--- src/rtl/fu_gst_pkg.sv ---
// fu_gst_pkg: shared rounding-mode constants and default widths for the fu_gst rounding unit
package fu_gst_pkg;
   localparam int FRAC_W_DEF = 19;
   localparam int EXP_W_DEF = 13;
   typedef enum logic [1:0] {
      RM_RNE = 2'b00,
      RM_RTZ = 2'b01,
      RM_RPI = 2'b10,
      RM_RMI = 2'b11
   } rmode_e;
endpackage

--- src/rtl/fu_gst_rnd19_if.sv ---
// fu_gst_rnd19_if: valid/ready operand and result bus of the rounding unit
interface fu_gst_rnd19_if import fu_gst_pkg::*; #(
   parameter int FRAC_W = FRAC_W_DEF,
   parameter int EXP_W = EXP_W_DEF
);
   logic flush;
   logic in_vld;
   logic in_rdy;
   logic [FRAC_W-1:0] in_frac;
   logic [EXP_W-1:0] in_exp;
   logic in_guard;
   logic in_sticky;
   logic in_sign;
   logic [1:0] in_rmode;
   logic out_vld;
   logic out_rdy;
   logic [FRAC_W-1:0] out_frac;
   logic [EXP_W-1:0] out_exp;
   logic out_ovf;
   logic out_inexact;
   modport master (
      output flush, in_vld, in_frac, in_exp, in_guard, in_sticky, in_sign, in_rmode, out_rdy,
      input in_rdy, out_vld, out_frac, out_exp, out_ovf, out_inexact
   );
   modport slave (
      input flush, in_vld, in_frac, in_exp, in_guard, in_sticky, in_sign, in_rmode, out_rdy,
      output in_rdy, out_vld, out_frac, out_exp, out_ovf, out_inexact
   );
endinterface

--- src/rtl/fu_gst_rnd_dec.sv ---
// fu_gst_rnd_dec: round-increment decision from mode, sign, lsb, guard and sticky
module fu_gst_rnd_dec import fu_gst_pkg::*; (
   input logic [1:0] rmode,
   input logic sign,
   input logic lsb,
   input logic guard,
   input logic sticky,
   output logic inc,
   output logic inexact
);
   // increment when the mode's direction points away from the truncated value
   always_comb begin
      inexact = guard | sticky;
      inc = rmode == RM_RNE ? guard & (sticky | lsb) :
            rmode == RM_RPI ? ~sign & inexact :
            rmode == RM_RMI ? sign & inexact : 1'b0;
   end
endmodule

--- src/rtl/fu_gst_rnd19.sv ---
// fu_gst_rnd19: two-stage pipelined fraction rounder; FU_GST_RND_SKID_EN adds a registered-ready 2-entry input skid buffer
module fu_gst_rnd19 import fu_gst_pkg::*; #(
   parameter int FRAC_W = FRAC_W_DEF,
   parameter int EXP_W = EXP_W_DEF
) (
   input logic clk,
   input logic rst,
   fu_gst_rnd19_if.slave bus
);
   typedef struct packed {
      logic [1:0] rmode;
      logic sign;
      logic guard;
      logic sticky;
      logic [EXP_W-1:0] exp;
      logic [FRAC_W-1:0] frac;
   } op_t;
   op_t in_op, feed_op, s1_op;
   logic feed_vld, feed_rdy, s1_vld, s2_vld, s1_take, s2_take;
   logic inc, inexact, carry, ovf;
   logic [FRAC_W-1:0] frac_n;
   logic [EXP_W-1:0] exp_p1, exp_n;
   assign in_op = {bus.in_rmode, bus.in_sign, bus.in_guard, bus.in_sticky, bus.in_exp, bus.in_frac};
   assign s2_take = s1_vld & (~s2_vld | bus.out_rdy);
   assign feed_rdy = ~s1_vld | s2_take;
   assign s1_take = feed_vld & feed_rdy;
`ifdef FU_GST_RND_SKID_EN
   op_t skid_q [2];
   logic [1:0] cnt, cnt_nx;
   logic rd_ptr, wr_ptr, rdy_q, push;
   assign push = bus.in_vld & rdy_q;
   assign cnt_nx = cnt + {1'b0, push} - {1'b0, s1_take};
   assign feed_vld = cnt != 2'd0;
   assign feed_op = skid_q[rd_ptr];
   assign bus.in_rdy = rdy_q;
   // skid occupancy and pointers; ready comes from a flop so out_rdy never reaches in_rdy
   always_ff @(posedge clk or posedge rst)
      if (rst) begin
         cnt <= '0;
         rd_ptr <= 1'b0;
         wr_ptr <= 1'b0;
         rdy_q <= 1'b1;
      end else if (bus.flush) begin
         cnt <= '0;
         rd_ptr <= 1'b0;
         wr_ptr <= 1'b0;
         rdy_q <= 1'b1;
      end else begin
         cnt <= cnt_nx;
         rd_ptr <= rd_ptr ^ s1_take;
         wr_ptr <= wr_ptr ^ push;
         rdy_q <= ~cnt_nx[1];
      end
   // skid storage needs no reset; occupancy decides what is valid
   always_ff @(posedge clk)
      if (push) skid_q[wr_ptr] <= in_op;
`else
   assign feed_vld = bus.in_vld;
   assign feed_op = in_op;
   assign bus.in_rdy = feed_rdy;
`endif
   fu_gst_rnd_dec u_dec (
      .rmode(s1_op.rmode),
      .sign(s1_op.sign),
      .lsb(s1_op.frac[0]),
      .guard(s1_op.guard),
      .sticky(s1_op.sticky),
      .inc(inc),
      .inexact(inexact)
   );
   // a carry out of the fraction renormalises to 1.000 and bumps the exponent, saturating near the top
   always_comb begin
      carry = &s1_op.frac & inc;
      exp_p1 = s1_op.exp + EXP_W'(1);
      ovf = carry & (&s1_op.exp[EXP_W-1:1]);
      frac_n = carry ? {1'b1, {(FRAC_W-1){1'b0}}} : s1_op.frac + FRAC_W'(inc);
      exp_n = ovf ? '1 : carry ? exp_p1 : s1_op.exp;
   end
   // stage 1 holds the operand while stage 2 is blocked
   always_ff @(posedge clk or posedge rst)
      if (rst) begin
         s1_vld <= 1'b0;
         s1_op <= '0;
      end else begin
         s1_vld <= ~bus.flush & (s1_take | (s1_vld & ~s2_take));
         if (s1_take) s1_op <= feed_op;
      end
   // stage 2 is the output register; data holds whenever no new result is taken
   always_ff @(posedge clk or posedge rst)
      if (rst) begin
         s2_vld <= 1'b0;
         bus.out_frac <= '0;
         bus.out_exp <= '0;
         bus.out_ovf <= 1'b0;
         bus.out_inexact <= 1'b0;
      end else begin
         s2_vld <= ~bus.flush & (s2_take | (s2_vld & ~bus.out_rdy));
         if (s2_take) begin
            bus.out_frac <= frac_n;
            bus.out_exp <= exp_n;
            bus.out_ovf <= ovf;
            bus.out_inexact <= inexact;
         end
      end
   assign bus.out_vld = s2_vld;
endmodule

--- src/flat_wrapper.sv ---
// flat-port wrapper written by rule: the top's interface ports become plain ports
module fu_gst_rnd19_flat import fu_gst_pkg::*;
#(
   parameter int FRAC_W = FRAC_W_DEF,
   parameter int EXP_W = EXP_W_DEF
)
  (clk, rst, bus_flush, bus_in_vld, bus_in_frac, bus_in_exp, bus_in_guard, bus_in_sticky, bus_in_sign, bus_in_rmode, bus_out_rdy, bus_in_rdy, bus_out_vld, bus_out_frac, bus_out_exp, bus_out_ovf, bus_out_inexact);
  fu_gst_rnd19_if #(.FRAC_W(FRAC_W), .EXP_W(EXP_W)) bus_i ();
  input logic clk;
  input logic rst;
  input wire logic [$bits(bus_i.flush)-1:0] bus_flush;
  input wire logic [$bits(bus_i.in_vld)-1:0] bus_in_vld;
  input wire logic [$bits(bus_i.in_frac)-1:0] bus_in_frac;
  input wire logic [$bits(bus_i.in_exp)-1:0] bus_in_exp;
  input wire logic [$bits(bus_i.in_guard)-1:0] bus_in_guard;
  input wire logic [$bits(bus_i.in_sticky)-1:0] bus_in_sticky;
  input wire logic [$bits(bus_i.in_sign)-1:0] bus_in_sign;
  input wire logic [$bits(bus_i.in_rmode)-1:0] bus_in_rmode;
  input wire logic [$bits(bus_i.out_rdy)-1:0] bus_out_rdy;
  output wire logic [$bits(bus_i.in_rdy)-1:0] bus_in_rdy;
  output wire logic [$bits(bus_i.out_vld)-1:0] bus_out_vld;
  output wire logic [$bits(bus_i.out_frac)-1:0] bus_out_frac;
  output wire logic [$bits(bus_i.out_exp)-1:0] bus_out_exp;
  output wire logic [$bits(bus_i.out_ovf)-1:0] bus_out_ovf;
  output wire logic [$bits(bus_i.out_inexact)-1:0] bus_out_inexact;
  assign bus_i.flush = bus_flush;
  assign bus_i.in_vld = bus_in_vld;
  assign bus_i.in_frac = bus_in_frac;
  assign bus_i.in_exp = bus_in_exp;
  assign bus_i.in_guard = bus_in_guard;
  assign bus_i.in_sticky = bus_in_sticky;
  assign bus_i.in_sign = bus_in_sign;
  assign bus_i.in_rmode = bus_in_rmode;
  assign bus_i.out_rdy = bus_out_rdy;
  assign bus_in_rdy = bus_i.in_rdy;
  assign bus_out_vld = bus_i.out_vld;
  assign bus_out_frac = bus_i.out_frac;
  assign bus_out_exp = bus_i.out_exp;
  assign bus_out_ovf = bus_i.out_ovf;
  assign bus_out_inexact = bus_i.out_inexact;
  fu_gst_rnd19 #(.FRAC_W(FRAC_W), .EXP_W(EXP_W)) u_core (.clk(clk), .rst(rst), .bus(bus_i));
endmodule
--- config.mk ---
export PLATFORM = sky130hd
export DESIGN_NAME = fu_gst_rnd19_flat
export DESIGN_NICKNAME = d
export VERILOG_FILES = /design/src/rtl/fu_gst_pkg.sv /design/src/rtl/fu_gst_rnd19_if.sv /design/src/rtl/fu_gst_rnd_dec.sv /design/src/rtl/fu_gst_rnd19.sv /design/src/flat_wrapper.sv
export SDC_FILE = /design/constraint.sdc
export NUM_CORES = 1
export LEC_CHECK = 0
export ABC_AREA = 1
export CAP_MARGIN = 10
export CORE_MARGIN = 2
export CORE_UTILIZATION = 51
export CTS_CLUSTER_SIZE = 40
export DETAILED_ROUTE_END_ITERATION = 6
export MAX_ROUTING_LAYER = met4
export PLACE_DENSITY = 0.91
export SLEW_MARGIN = 20
export SYNTH_ARGS = -nofsm -noshare
export SYNTH_HDL_FRONTEND = slang
export SYNTH_SLANG_ARGS = --single-unit
--- constraint.sdc ---
create_clock -name clk -period 3.07 [get_ports clk]
set_input_delay 0.4605 -clock clk [delete_from_list [all_inputs] [get_ports clk]]
set_output_delay 0.4605 -clock clk [all_outputs]
set_load 0.01 [all_outputs]
After elaboration in Yosys (flattened, before gate mapping)
Cells that the tools add are included.

word-level totals
  register bits after elaboration = 73
  output and inout port bits = 36
  logic and storage cells = 48
  input port bits = 42

cells by class
  eq/ne operators = 2
  mux-type cells = 6
  add/sub/neg operators = 2
  reduce and logical (&&, ||, !) cells = 3
  bitwise operators = 23

operators with widths
  kind                                           count
  2-to-1 mux 13 bit                              2
  adder 19 x 1 -> 19 bit                         1
  2-to-1 mux 19 bit                              1
  AND reduction 19 bit                           1
  adder 13 x 1 -> 13 bit, second input constant  1
  AND reduction 12 bit                           1
  AND 1 bit                                      11
  NOT 1 bit                                      6
  bitwise OR 1 bit                               6
  == test 2 bit, second input constant           2
  2-to-1 mux 1 bit                               3
  zero test 2 bit                                1

Longest topological paths before layout
Gate-level depths: netlist of the first run.

  word-level depth = 8
  mapped depth = 14
  mapped depth without buffers = 14

Hierarchy
A second synthesis of the first run with hierarchy kept.

unflattened totals
  cell total of the unflattened synthesis = 463
  area total of the unflattened synthesis = 3788.6 µm²

by module, submodules not included
  module          times used  cells each  area each (µm²)
  fu_gst_rnd19    1           447         3727.3
  fu_gst_rnd_dec  1           16          61.3

Worst setup path before layout of the first run
Ideal clock, no wire load.

  kind = register -> register
  from = register u_core.s1_op[34] in the netlist's numbering
  to = register u_core.bus.out_frac[18]
  setup slack = 1.099 ns
  cell stages (with the launch flop) = 13
  library setup time = 0.118 ns
  path buffers = 0
  period minus slack after synthesis = 1.971 ns
  data required time = 2.952 ns
  arrival time = 1.853 ns
  cells stage by stage = dfrtp_1 > xnor2_1 > nand2_1 > nand2_2 > ha_1 > ha_1 > nand3_1 > inv_1 > nand3_1 > nor2_1 > nand3_1 > a21oi_1 > nor2_1

between the ends
  word-level cells in the longest chain between the ends = 6
  elaborated cells on any way between the ends = 9

RTL lines
  item                                                 line                                        source
  start: declaration                                   fu_gst_rnd19.sv:18                          op_t in_op, feed_op, s1_op;
  start signal: assignment                             fu_gst_rnd19.sv:86                          if (s1_take) s1_op <= feed_op;
  AND 1 bit or NOT 1 bit (tied branches)               fu_gst_rnd_dec.sv:16, fu_gst_rnd_dec.sv:15
  2-to-1 mux 1 bit or AND 1 bit (tied branches)        fu_gst_rnd_dec.sv:16, fu_gst_rnd_dec.sv:15
  2-to-1 mux 1 bit (*)                                 fu_gst_rnd_dec.sv:15                        rmode == RM_RPI ? ~sign & inexact :
  2-to-1 mux 1 bit (*)                                 fu_gst_rnd_dec.sv:14                        inc = rmode == RM_RNE ? guard & (sticky | lsb) :
  adder 19 x 1 -> 19 bit or AND 1 bit (tied branches)  fu_gst_rnd19.sv:76, fu_gst_rnd19.sv:73
  2-to-1 mux 19 bit (*)                                fu_gst_rnd19.sv:76                          frac_n = carry ? {1'b1, {(FRAC_W-1){1'b0}}} : s1_op.frac + FRAC_W'(inc);
  end signal: assignment                               fu_gst_rnd19.sv:99                          bus.out_frac <= frac_n;
  end: declaration                                     fu_gst_rnd19_if.sv:27                       output in_rdy, out_vld, out_frac, out_exp, out_ovf, out_inexact

Mark *: on every way between the ends. The rest lies on a longest branch, timed or not.
A chain may end at the register's enable or synchronous reset.

Final worst setup path of the first run
  from = register u_core.s1_op[0] in the netlist's numbering
  to = register u_core.bus.out_frac[18]

between the ends
  word-level cells in the longest chain between the ends = 5
  elaborated cells on any way between the ends = 7

RTL lines
  item                                                 line
  bitwise OR 1 bit                                     fu_gst_rnd_dec.sv:14
  AND 1 bit                                            fu_gst_rnd_dec.sv:14
  2-to-1 mux 1 bit                                     fu_gst_rnd_dec.sv:14
  adder 19 x 1 -> 19 bit or AND 1 bit (tied branches)  fu_gst_rnd19.sv:76, fu_gst_rnd19.sv:73
  2-to-1 mux 19 bit (*)                                fu_gst_rnd19.sv:76

Marked as above.

==> results.toml, run 1 <==
[outcome]
status = "finished, final reports clean"

[power]
switching_share_pct = 29.2
p_int_mw = 1.81
p_comb_share_pct = 24.4
clkPwrFrac_pct = 28.8
p_leak_nw = 2.22
cellPowerDensity_mw_per_mm2 = 532
p_seq_share_pct = 46.8
power.switching_mw = 0.745
vdd_drop_max_mv = 0.314

[final_layout]
fillers = 564
syn_to_final_growth_pct = 28.5
drive_gt1_share_pct = 9.83
nets = 579
antenna_cells = 0

[clock_network]
root_buffer = "clkbuf_8"
clock_latency_ps = 350
clock_path_buffers = 2
post_cts_resized = 0
cts_max_level = 3
cts_sinks = 73
ctsHoldBuffers = 0
path_clk_slew_ps = 70
cts_setup_buffers = 0
cts_buffers = 9
cts_tree = "yes"

[place]
gp_congestion = 0.938
dpl.hpwl_um = 6300
portBuffers = 77

[die]
start_util_pct = 52.1
die_y_um = 89.6
die_area_sq_mm = 0.00803
num_io_pins = 78
die_w_um = 89.6
row_count = 31
core_sq_mm = 0.00718

[worst_setup_path]
crit_chain = "inv_1 > nand2_1 > nand4_1 > nand2_2 > ha_1 > ha_1 > nand3_1 > inv_1 > nand3_1 > nor2_1 > nand3_1 > a21oi_1 > nor2_1"
reg2reg_depth = 13
cp_max_fo = 7
path_buf_inv = 2
critPathKind = "reg -> reg"
ff2ff_setup_slack_ps = 740
end_kind = "register"
cpPeakStageDelay_ps = 390
r2r_end = "u_core.bus.out_frac[18]$_DFFE_PP0P_"
worstSetupStartpointType = "register"
crit_family = "simple AND/OR/NAND/NOR gates"
worst_ep_arrival_time_ps = 2570
required_ps = 3310
crit_slowest_cell = "dfrtp_1"
worst_path_most_repeated_cell = "nand3_1"
rr_startpoint = "u_core.s1_op[0]$_DFFE_PP0P_"

[global_route]
met3_usage_pct = 2.56
antenna_found_initial = 0
overflow = 0
grt_pass1_vias = 3144
grt_max_degree = 42
grtUsageMet2_pct = 37.8
grt.busiest_layer = "met2"
track_usage_pct = 23.9
grt_use_met1_pct = 31.4
grt_first_pass_wirelength_um = 14300

[sta]
holdWs_ps = 480
rsz0062_at_grt = "false"
fin_tns_setup_ps = 0
hold_viol_final = 0
min_period_over_period_pct = 75.9
slew_violations = 0
finalCriticalPeriod_ps = 2330
clock_skew_ps = 8.67
fmax_mhz = 429
tightest_slew_ps = 826
relSlewSlack_pct = 44.8
setup_viol = 0

[synthesis]
avgSynthCellArea_sq_um = 8.23
synth_largest_area_cell = "dfrtp_1"
netlist_area_sq_mm = 0.00374
ys_types = 27
ys_seq_elements = 73
seq_area_frac_synth_pct = 48.9
syn-num-nets = 499
synth_top_area_share_pct = 48.9
syn_inst = 454
yosys-top-cells-area = "dfrtp_1 (49%), nand2_1 (13%), nor2_1 (6.7%)"
yosys_warnings = 0

[run]
max_cap_viol_count = 0

[route]
drt_iter0_drc = 292
antenna_left = 0
drcViolationCount = 0
vias_per_cell = 5.12
vias = 3266
routedWlPerCell_um = 13.5
drt-total-wl_um = 8590
drtPass1Iterations = 5

[worst_hold_path]
hp-class = "reg -> reg"
min_path_cells = 2
min_from = "u_core.bus.out_exp[0]$_DFFE_PP0P_"
min_to = "u_core.bus.out_exp[0]$_DFFE_PP0P_"
kinds of logic after synthesis:
family / share of synthesized area [%]
AOI/OAI and AO/OA: 7.03
xor gates and xnor gates: 5.16
adders and majority gates: 1.00
buffers and inverters: 5.69
DFF: 48.9
muxes: 4.82
and+or+nand+nor: 27.4
registers in the layout, indices dropped and copies added, names as in the netlist:
| signal | count |
|---|---|
| u_core.bus.out_inexact | 1 |
| u_core.s1_vld | 1 |
| u_core.bus.out_frac | 19 |
| u_core.bus.out_exp | 13 |
| u_core.bus.out_ovf | 1 |
| u_core.s1_op | 37 |
| u_core.bus.out_vld | 1 |
layer usage:
metal,up-vias,share of wire (%)
met2,105,48
li1,1599,-
met5,-,0
met4,0,2.1
met1,1541,45
met3,21,4.8
area by class of cell:
cell class | count | area [sq um] | area share (%)
sequential | 73 | 1830 | 38.0
multi-input combinational | 330 | 1700 | 35.4
timing repair buffer | 82 | 821 | 17.1
clock buffer | 13 | 149 | 3.10
inverter | 38 | 143 | 2.97
tap | 99 | 124 | 2.58
clock inverter | 3 | 40.0 | 0.834
how the worst max path moves through the flow:
stage | startpoint | endpoint | slack [ps] | depth (start not counted)
after floorplan | rst | u_core.bus.out_exp[0]$_DFFE_PP0P_ | 760 | 1
after global placement | u_core.s1_op[0]$_DFFE_PP0P_ | u_core.bus.out_frac[16]$_DFFE_PP0P_ | 890 | 12
after detailed placement | u_core.s1_op[0]$_DFFE_PP0P_ | u_core.bus.out_frac[18]$_DFFE_PP0P_ | 780 | 13
after CTS | u_core.s1_op[0]$_DFFE_PP0P_ | u_core.bus.out_frac[18]$_DFFE_PP0P_ | 750 | 13
after global routing | u_core.s1_op[0]$_DFFE_PP0P_ | u_core.bus.out_frac[18]$_DFFE_PP0P_ | 460 | 13
final | u_core.s1_op[0]$_DFFE_PP0P_ | u_core.bus.out_frac[18]$_DFFE_PP0P_ | 740 | 13
power groups by stage:
stage	registers (mW)	logic [mW]	clock network [mW]
3_5_place_dp	1.21	0.621	0
4_1_cts	1.19	0.625	0.747
6_report	1.20	0.622	0.736
2_1_floorplan	1.23	0.293	0
5_1_grt	1.21	0.690	0.785
3_3_place_gp	1.20	0.601	0
Yosys cell counts:
master and instances:
a21o_1 1, a21oi_1 24, buf_2 5, buf_6 2
clkbuf_1 6, dfrtp_1 73, ha_1 3, inv_1 37
inv_2 1, mux2_2 16, nand2_1 126, nand2_2 4
nand2_4 1, nand3_1 16, nand3_4 2, nand4_1 9
nor2_1 67, nor2_2 5, nor2_4 3, nor3_1 4
o211ai_1 1, o21a_1 1, o21ai_0 22, o21ai_1 2
or2_2 1, xnor2_1 7, xor2_1 15
cell usage in the layout (no fill, tap or decap), types with 5 or more instances in the layout:
cell type        count
nand2_1            125
nand3_1             16
xor2_1              15
clkbuf_8            10
inv_1               36
xnor2_1              7
o21ai_0             22
nor2_2               5
nand2_2              5
nand4_1              9
dfrtp_1             73
mux2_2              16
clkdlybuf4s50_1     77
nor2_1              67
a21oi_1             24
worst reg2reg max path, cell delays in order, from the launching register on:
cell and delay (ps):
dfrtp_1 390, inv_1 100, nand2_1 80, nand4_1 90, nand2_2 200, ha_1 210, ha_1 180, nand3_1 150
inv_1 130, nand3_1 140, nor2_1 220, nand3_1 110, a21oi_1 160, nor2_1 60
stage by stage:
stage | cell area, sq um | cells | power [mW] | setup slack, ps | util, %
floorplan | 3740 | 454 | 1.52 | 756 | -
global placement | 4610 | 622 | 1.80 | 886 | 64.3
detailed placement | 4610 | 622 | 1.83 | 779 | 64.3
CTS | 4800 | 638 | 2.57 | 748 | 66.9
global route | 4800 | 638 | 2.69 | 458 | 66.9
finish | 4800 | 638 | 2.55 | 739 | 66.9
Power figures use the tool's default switching activity.
==> run 2: changes to the inputs <==
==> constraint.sdc (replaced) <==
create_clock -name clk -period 2.4 [get_ports clk]
set_input_delay 0.36 -clock clk [delete_from_list [all_inputs] [get_ports clk]]
set_output_delay 0.36 -clock clk [all_outputs]
set_load 0.01 [all_outputs]
==> results.toml, run 2 (synthesis results as in run 1) <==
[sta]
min_period_over_period_pct = 91.6
clock_skew_ps = 12.0
relSlewSlack_pct = 67.2
finalCriticalPeriod_ps = 2200
setup_viol = 0
fmax_mhz = 455
fin_tns_setup_ps = 0
slew_violations = 0
rsz0062_at_grt = "false"
hold_viol_final = 0
tightest_slew_ps = 488

[route]
drt_iter0_drc = 251
routedWlPerCell_um = 13.7
drtPass1Iterations = 5
vias = 3280
vias_per_cell = 5.15
drcViolationCount = 0
antenna_left = 0
drt-total-wl_um = 8730

[outcome]
status = "finished, final reports clean"

[clock_network]
root_buffer = "clkbuf_8"
clock_path_buffers = 2
cts_tree = "yes"
ctsHoldBuffers = 0
cts_buffers = 9
cts_sinks = 73
cts_setup_buffers = 0
cts_max_level = 3
clock_latency_ps = 350
path_clk_slew_ps = 80

[global_route]
grt_max_degree = 74
grt_pass1_vias = 3068
track_usage_pct = 24.6
overflow = 0
grt_first_pass_wirelength_um = 14600
grtUsageMet2_pct = 36.8
met3_usage_pct = 3.84
grt_use_met1_pct = 34.6
grt.busiest_layer = "met2"
antenna_found_initial = 0

[die]
die_w_um = 89.6
row_count = 31
die_area_sq_mm = 0.00803
start_util_pct = 52.1
num_io_pins = 78
core_sq_mm = 0.00718
die_y_um = 89.6

[final_layout]
reg_top3 = "u_core.s1_op x37, u_core.bus.out_frac x19, u_core.bus.out_exp x13"
final_util_pct = 67.4
final_common_cell = "nand2_1"
antenna_cells = 0
nets = 578
regMostFlops = "u_core.s1_op"
drive_gt1_share_pct = 10.6
multi_input_area_sq_mm = 0.00171
largest_reg_flops = 37
fillers = 543
mostFrequentLayoutCells = "nand2_1 (125), clkdlybuf4s50_1 (77), dfrtp_1 (73)"
syn_to_final_growth_pct = 29.5
fin_cells = 637
register_area_sq_mm = 0.00183

[power]
cellPowerDensity_mw_per_mm2 = 681
vdd_drop_max_mv = 0.315
p_leak_nw = 2.23

[run]
max_cap_viol_count = 0

[place]
portBuffers = 77
placed_cells = 621
dpl.hpwl_um = 6330
gp_congestion = 0.887

[worst_setup_path]
ff2ff_setup_slack_ps = 200
crit_slowest_cell = "dfrtp_1"
required_ps = 2640
worst_ep_arrival_time_ps = 2440
cpPeakStageDelay_ps = 380
cp_max_fo = 7
worstSetupStartpointType = "register"
end_kind = "register"
critPathKind = "reg -> reg"
crit_chain = "inv_1 > nand2_1 > nand4_1 > nand2_4 > ha_1 > ha_1 > nand3_1 > inv_1 > nand3_2 > nor2_2 > nand3_1 > a21oi_1 > nor2_1"

[worst_hold_path]
hp-class = "in -> async"
-- run 2: cell types whose count changed in the layout (fill, tap and decap cells not counted), sizes merged --
| cell | change |
|---|---|
| buf | -1 |
| clkbuf | -3 |
| clkinv | +2 |
| clkinvlp | +1 |
-- run 2: path summary, 6_finish.rpt --
check | end | startpoint | cells after the start
max in group asynchronous | u_core.s1_op[19]$_DFFE_PP0P_ | rst | 3
worst min-delay path | u_core.bus.out_frac[8]$_DFFE_PP0P_ | rst | 3
min in group clk | u_core.bus.out_frac[4]$_DFFE_PP0P_ | u_core.bus.out_frac[4]$_DFFE_PP0P_ | 2
worst max-delay path | u_core.bus.out_frac[18]$_DFFE_PP0P_ | u_core.s1_op[0]$_DFFE_PP0P_ | 13
worst min register to register | u_core.bus.out_frac[4]$_DFFE_PP0P_ | u_core.bus.out_frac[4]$_DFFE_PP0P_ | 2
worst max register to register | u_core.bus.out_frac[18]$_DFFE_PP0P_ | u_core.s1_op[0]$_DFFE_PP0P_ | 13
-- run 2: worst max-delay path: cells and delay by family (launching register included) --
kind                       cells  cell delay [ps]
adders and majority gates      2              370
and+or+nand+nor                8              980
buffers and inverters          2              210
AOI/OAI and AO/OA              1              160
DFF                            1              380
-- run 2: per-layer routing --
layer	vias up	routed length [um]
li1	1599	-
met1	1542	4050
met2	124	4100
met3	15	445
met4	0	125
met5	-	0
-- run 2: timing repair --
action / 4_1_cts / 5_1_grt
endpoints found under the hold margin: 0 / 0
resized for setup: 0 / 3
endpoints found under the setup margin: 0 / 2
-- run 2: final cells by class --
class / count / area share, %
clock buffers: 10 / 2.84
well taps: 99 / 2.56
clock inverters: 6 / 1.19
flip-flops and latches: 73 / 37.8
multi-input cells: 330 / 35.4
repair buffers: 81 / 17.3
inverters: 38 / 2.95
-- run 2: where the power goes --
part / internal (mW) / switching, mW
Clock: 0.501 / 0.452
Combinational: 0.413 / 0.392
Sequential: 1.40 / 0.138
Total: 2.31 / 0.983
-- run 2: metrics by stage --
step	hold slack (ps)	setup slack [ps]	power [mW]	cell area [sq um]
after floorplan	423	187	1.95	3740
after global placement	472	299	2.32	4630
after detailed placement	472	143	2.35	4630
after CTS	422	146	3.30	4830
after global routing	442	11.7	3.47	4840
final	402	202	3.29	4840
==> RTL change 1 (settings of run 2) <==
`EXP_W_DEF`: 13 -> 17.
--- a/src/rtl/fu_gst_pkg.sv
+++ b/src/rtl/fu_gst_pkg.sv
@@ -3,3 +3,3 @@
    localparam int FRAC_W_DEF = 19;
-   localparam int EXP_W_DEF = 13;
+   localparam int EXP_W_DEF = 17;
    typedef enum logic [1:0] {
Ports: changed (resized bus_in_exp and bus_out_exp); port bits go from 78 to 86. The function was not compared with the original's and may differ.
==> RTL change 1 against run 2 <==
  * Combinational power is 16% higher
  * Largest cell class is now multi-input combinational cells
  * Clock skew is 0.0036 ns higher
  * Design area is 14% higher
  * Critical path type unchanged
  * Wire length is 30% higher
  * Setup slack better by 0.094 ns
  * Non-clock buffer count is 15 higher
  * Area after synthesis is 16% higher
  * Highest routed layer unchanged
  * Sequential cell count is 8 higher
  * Total power is 9.8% higher
==> RTL change 1: results (changes against run 2) <==
The run finished with clean final reports. The layout filler cell count is 705 (+30%). The slew at the pin closest to its max-slew limit is 0.642 ns (+0.153 ns).

The worst clock skew on the final layout came out at 0.0156 ns (+0.00363 ns). By area the synthesized netlist is led by sky130_fd_sc_hd__dfrtp_1, sky130_fd_sc_hd__nand2_1, sky130_fd_sc_hd__nor2_1. The global-route track usage on met2 was 40.0% (+3.2 points). The first-iteration detailed-routing DRC count is 360 (+43%). The number of global-route vias before repair is 3909 (+27%).

The largest incremental delay on the critical path came to 0.47 ns (+0.09 ns). The post-synthesis sequential area ratio is 46.7% (-2.2 points). The vias per cell is 5.38 (+4.4%). The startpoint of the lowest-slack register-to-register path is u_core.s1_op[14]. The number of nets in the final layout came to 692 (+20%). The number of nets in the synthesized netlist is 603 (+21%). The routed length on met3 came out at 985 um (+120%). The average routed wire per standard cell came to 15.1 um (+10%).

The complex-gate fraction of the synthesized area came out at 6.09% (-0.95 points). The number of combinational gates with multiple inputs is 407 (+23%). The adder-cell area share of the yosys netlist came out at 0.865% (-0.14 points). The fmax came out at 475 MHz (+4.5%). The core footprint is 8220 um2 (+15%). The final RePlAce weighted congestion was 0.926 (+4.5%). The area taken by multi-input logic gates was 2030 um2 (+19%). The HPWL after detailed placement came out at 8750 um (+38%). The share of cell area taken by muxes after synthesis is 4.15% (-0.67 points). The largest fanout of any net on the critical path is 12 (+5). The share of cells above drive strength 1 came out at 9.60% (-1.0 points). The total track usage is 27.8% (+3.2 points).

The pre-CTS setup slack came out at 0.327 ns (+0.184 ns). The wire length of the first global-routing pass was 19000 um (+30%). The arrival time at the worst endpoint was 2.39 ns (-0.05 ns). The placement-stage cell area is 5320 um2 (+15%). The internal reg-to-reg setup slack is 0.30 ns (+0.09 ns). The global routing usage on met1 is 40.5% (+5.8 points). The non-clock buffer share of cell area is 17.2% (-0.13 points). The relative area change from synthesis to final layout is 26.8%.

The met3 usage in global routing is 5.64% (+1.8 points). The maximum number of pins on one net before global-route repair is 82 (+11%). Counting instances in the post-synthesis netlist gives the leading cell types as sky130_fd_sc_hd__nand2_1, sky130_fd_sc_hd__dfrtp_1, sky130_fd_sc_hd__nor2_1.

In this run the worst setup path terminates at u_core.bus.out_exp[11]. The combined flip-flop and latch cell area is 2030 um2 (+11%).
[RTL change 1: worst reg2reg max path, cell delays in order (launching register included)]
cell and delay [ns]:
sky130_fd_sc_hd__dfrtp_1 0.47, sky130_fd_sc_hd__nand2_1 0.18, sky130_fd_sc_hd__nor2_4 0.19, sky130_fd_sc_hd__nand2_4 0.09
sky130_fd_sc_hd__nor2_8 0.16, sky130_fd_sc_hd__nand2_4 0.06, sky130_fd_sc_hd__nor2_4 0.27, sky130_fd_sc_hd__nand3_2 0.35
sky130_fd_sc_hd__nand2_2 0.15, sky130_fd_sc_hd__inv_1 0.05, sky130_fd_sc_hd__nand2_1 0.06
[RTL change 1: through the flow]
stage                     total power (uW)  instances  hold slack (ns)
after floorplan                       2190        554            0.423
after global placement                2650        737            0.463
after detailed placement              2680        737            0.472
after CTS                             3630        751            0.493
after global routing                  3810        751            0.501
final                                 3620        751            0.459
[RTL change 1: report_power, final]
group,internal [uW],switching [uW]
clock,493,469
sequential,1550,172
combinational,464,472
total,2510,1110
==> RTL change 2 (flow settings as in run 2) <==
Made on the original files. The option `FU_GST_RND_SKID_EN` is turned on by a define.
--- a/src/rtl/fu_gst_rnd19.sv
+++ b/src/rtl/fu_gst_rnd19.sv
@@ -1,2 +1,4 @@
 // fu_gst_rnd19: two-stage pipelined fraction rounder; FU_GST_RND_SKID_EN adds a registered-ready 2-entry input skid buffer
+`define FU_GST_RND_SKID_EN
+
 module fu_gst_rnd19 import fu_gst_pkg::*; #(
Formal check against the unedited RTL: not equivalent (Yosys sat finds a counterexample within 4 cycles, from zero or initial values and one cycle with rst high).
==> RTL change 2 against run 2 <==
  * Design area grew 69%
  * Setup slack gained 0.061 ns
  * Area after synthesis grew 75%
  * Sequential cell count grew 79
  * Worst hold slack lost 0.079 ns
  * Wire length grew 61%
  * Sequential share of layout area grew 13 points
  * Count of clock-buffer cells in the layout grew 11
  * Total power grew to 3.3 times the old value
==> RTL change 2: results (changes against run 2) <==
The global-route track usage on met2 is 34.4% (-2.4 points). The met3 usage in global routing was 4.33% (+0.49 points). Clock tree synthesis selected as its root buffer the cell sky130_fd_sc_hd__clkbuf_16.

The final RePlAce weighted congestion is 0.880 (-0.70%). The cell total after placement came to 893 (+44%). The global routing usage on met1 is 27.5% (-7.1 points). The worst-case vdd ir drop is 0.000601 V (+91%).

The share of cells above drive strength 1 is 7.30% (-3.3 points). The wire length of the first global-routing pass is 22800 um (+56%). The number of cells traversed by the worst register-to-register path came to 15 (+2). The fraction of synthesis flops using an asynchronous set or reset pin is 51.3% (-49 points). The pre-CTS setup slack is 0.185 ns (+0.0420 ns). The vias per cell is 5.23 (+1.7%). By count the netlist is led by sky130_fd_sc_hd__nand2_1, sky130_fd_sc_hd__nor2_1, sky130_fd_sc_hd__dfrtp_1. The worst clock skew on the final layout came out at 0.00973 ns (-0.00226 ns).

The post-CTS clock slew at the launch and capture registers of the worst setup and hold paths is 0.06 ns (-0.02 ns). The post-synthesis sequential area ratio came out at 63.8% (+15 points). The synthesized instance count is 657 (+45%). The number of buffers added by the clock tree synthesis step was 17 (+8). The total track usage was 21.7% (-2.9 points). The insertion delay of the later-clocked pin in the worst-skew pair is 0.42 ns (+0.07 ns). The number of nets in the synthesized netlist is 706 (+41%).

The standby leakage power is 0.00342 uW (+53%). The number of unique standard cell types used by synthesis came to 31 (+15%). The average routed wire per standard cell is 15.2 um (+11%).

The number of global-route vias before repair is 4706 (+53%). The headroom to the max-slew limit came to 61.7% (-5.5 points). The first-iteration detailed-routing DRC count is 335 (+33%).

The run finished with clean final reports. The largest registers in the layout are u_core.skid_q: 74 flops, u_core.s1_op: 37 flops, u_core.bus.out_frac: 19 flops. The detailed-routing iteration count for the pre-antenna-repair pass came out at 5 (unchanged). The HPWL after detailed placement is 9360 um (+48%).

The number of flops mapped to enable cells by yosys came to 74 (+74). The number of nets in the final layout came to 789 (+37%). The number of H-tree branching levels was 4 (+1).
RTL change 2: cell count changes in the layout (fill, tap and decap cells not counted), sizes merged, moves of 16 or more:
cell    delta
edfxtp    +74
mux2      -16
nand2     +77
a31oi     +38
nor2      +21
a21oi     -23
RTL change 2: cells by family (layout without fill, tap and decap cells):
family          after synthesis  count (layout)  share of synthesized area (%)
compound gates               66              66                           6.02
xor+xnor                     22              22                           2.94
fa+ha+maj                     7               7                           1.34
buf+inv                      66             162                           4.15
flops                       152             152                           63.8
simple gates                344             344                           21.8
RTL change 2: worst max-delay path: stages (launching register included):
cell and delay, ns:
sky130_fd_sc_hd__dfrtp_1 0.39, sky130_fd_sc_hd__inv_1 0.07, sky130_fd_sc_hd__nand2_1 0.06, sky130_fd_sc_hd__nand4_1 0.09
sky130_fd_sc_hd__nand2_2 0.10, sky130_fd_sc_hd__ha_1 0.21, sky130_fd_sc_hd__ha_1 0.22, sky130_fd_sc_hd__nand3_1 0.15
sky130_fd_sc_hd__inv_1 0.08, sky130_fd_sc_hd__nand2_1 0.12, sky130_fd_sc_hd__nor2_2 0.21, sky130_fd_sc_hd__nand3_1 0.09
sky130_fd_sc_hd__nand2_1 0.07, sky130_fd_sc_hd__nand2_1 0.05, sky130_fd_sc_hd__nor2_1 0.08, sky130_fd_sc_hd__nor2_1 0.04
RTL change 2: path summary, 6_finish.rpt:
kind | startpoint | end | slack, ns
setup / recovery | u_core.s1_op[0] | u_core.bus.out_frac[18] | 0.26
hold / removal | rst | u_core.s1_vld | 0.32
setup reg to reg | u_core.s1_op[0] | u_core.bus.out_frac[18] | 0.26
hold reg to reg | u_core.bus.out_frac[6] | u_core.bus.out_frac[6] | 0.48
max in group asynchronous | rst | u_core.bus.in_rdy | 1.47
min in group clk | u_core.bus.out_frac[6] | u_core.bus.out_frac[6] | 0.48
RTL change 2: final cells by class:
class | count | area [um2]
clock buffer | 21 | 440
clock inverter | 11 | 195
fill | 943 | 4370
inverter | 43 | 161
multi-input combinational | 439 | 2100
sequential | 152 | 4180
tap | 172 | 215
timing repair buffer | 87 | 908
RTL change 2: routing by layer:
metal | up-vias | part of all wire (%)
met5 | - | 0
met4 | 0 | 2.3
met3 | 25 | 5.2
met2 | 161 | 49
met1 | 2305 | 43
li1 | 2351 | -
RTL change 2: power breakdown:
group	internal, uW	total (uW)	switching [uW]	leakage, uW
clock	1850	2850	998	0.000300
combinational	1590	3750	2160	0.00152
sequential	3610	4360	752	0.00160
RTL change 2: through the flow:
step                power, uW  area (um2)  util [%]
CTS                     11000        8200      65.2
finish                  11000        8200      65.2
floorplan                6600        6550         -
global placement         7930        7560      60.2
global route            11600        8200      65.2
detailed placement       8080        7560      60.2
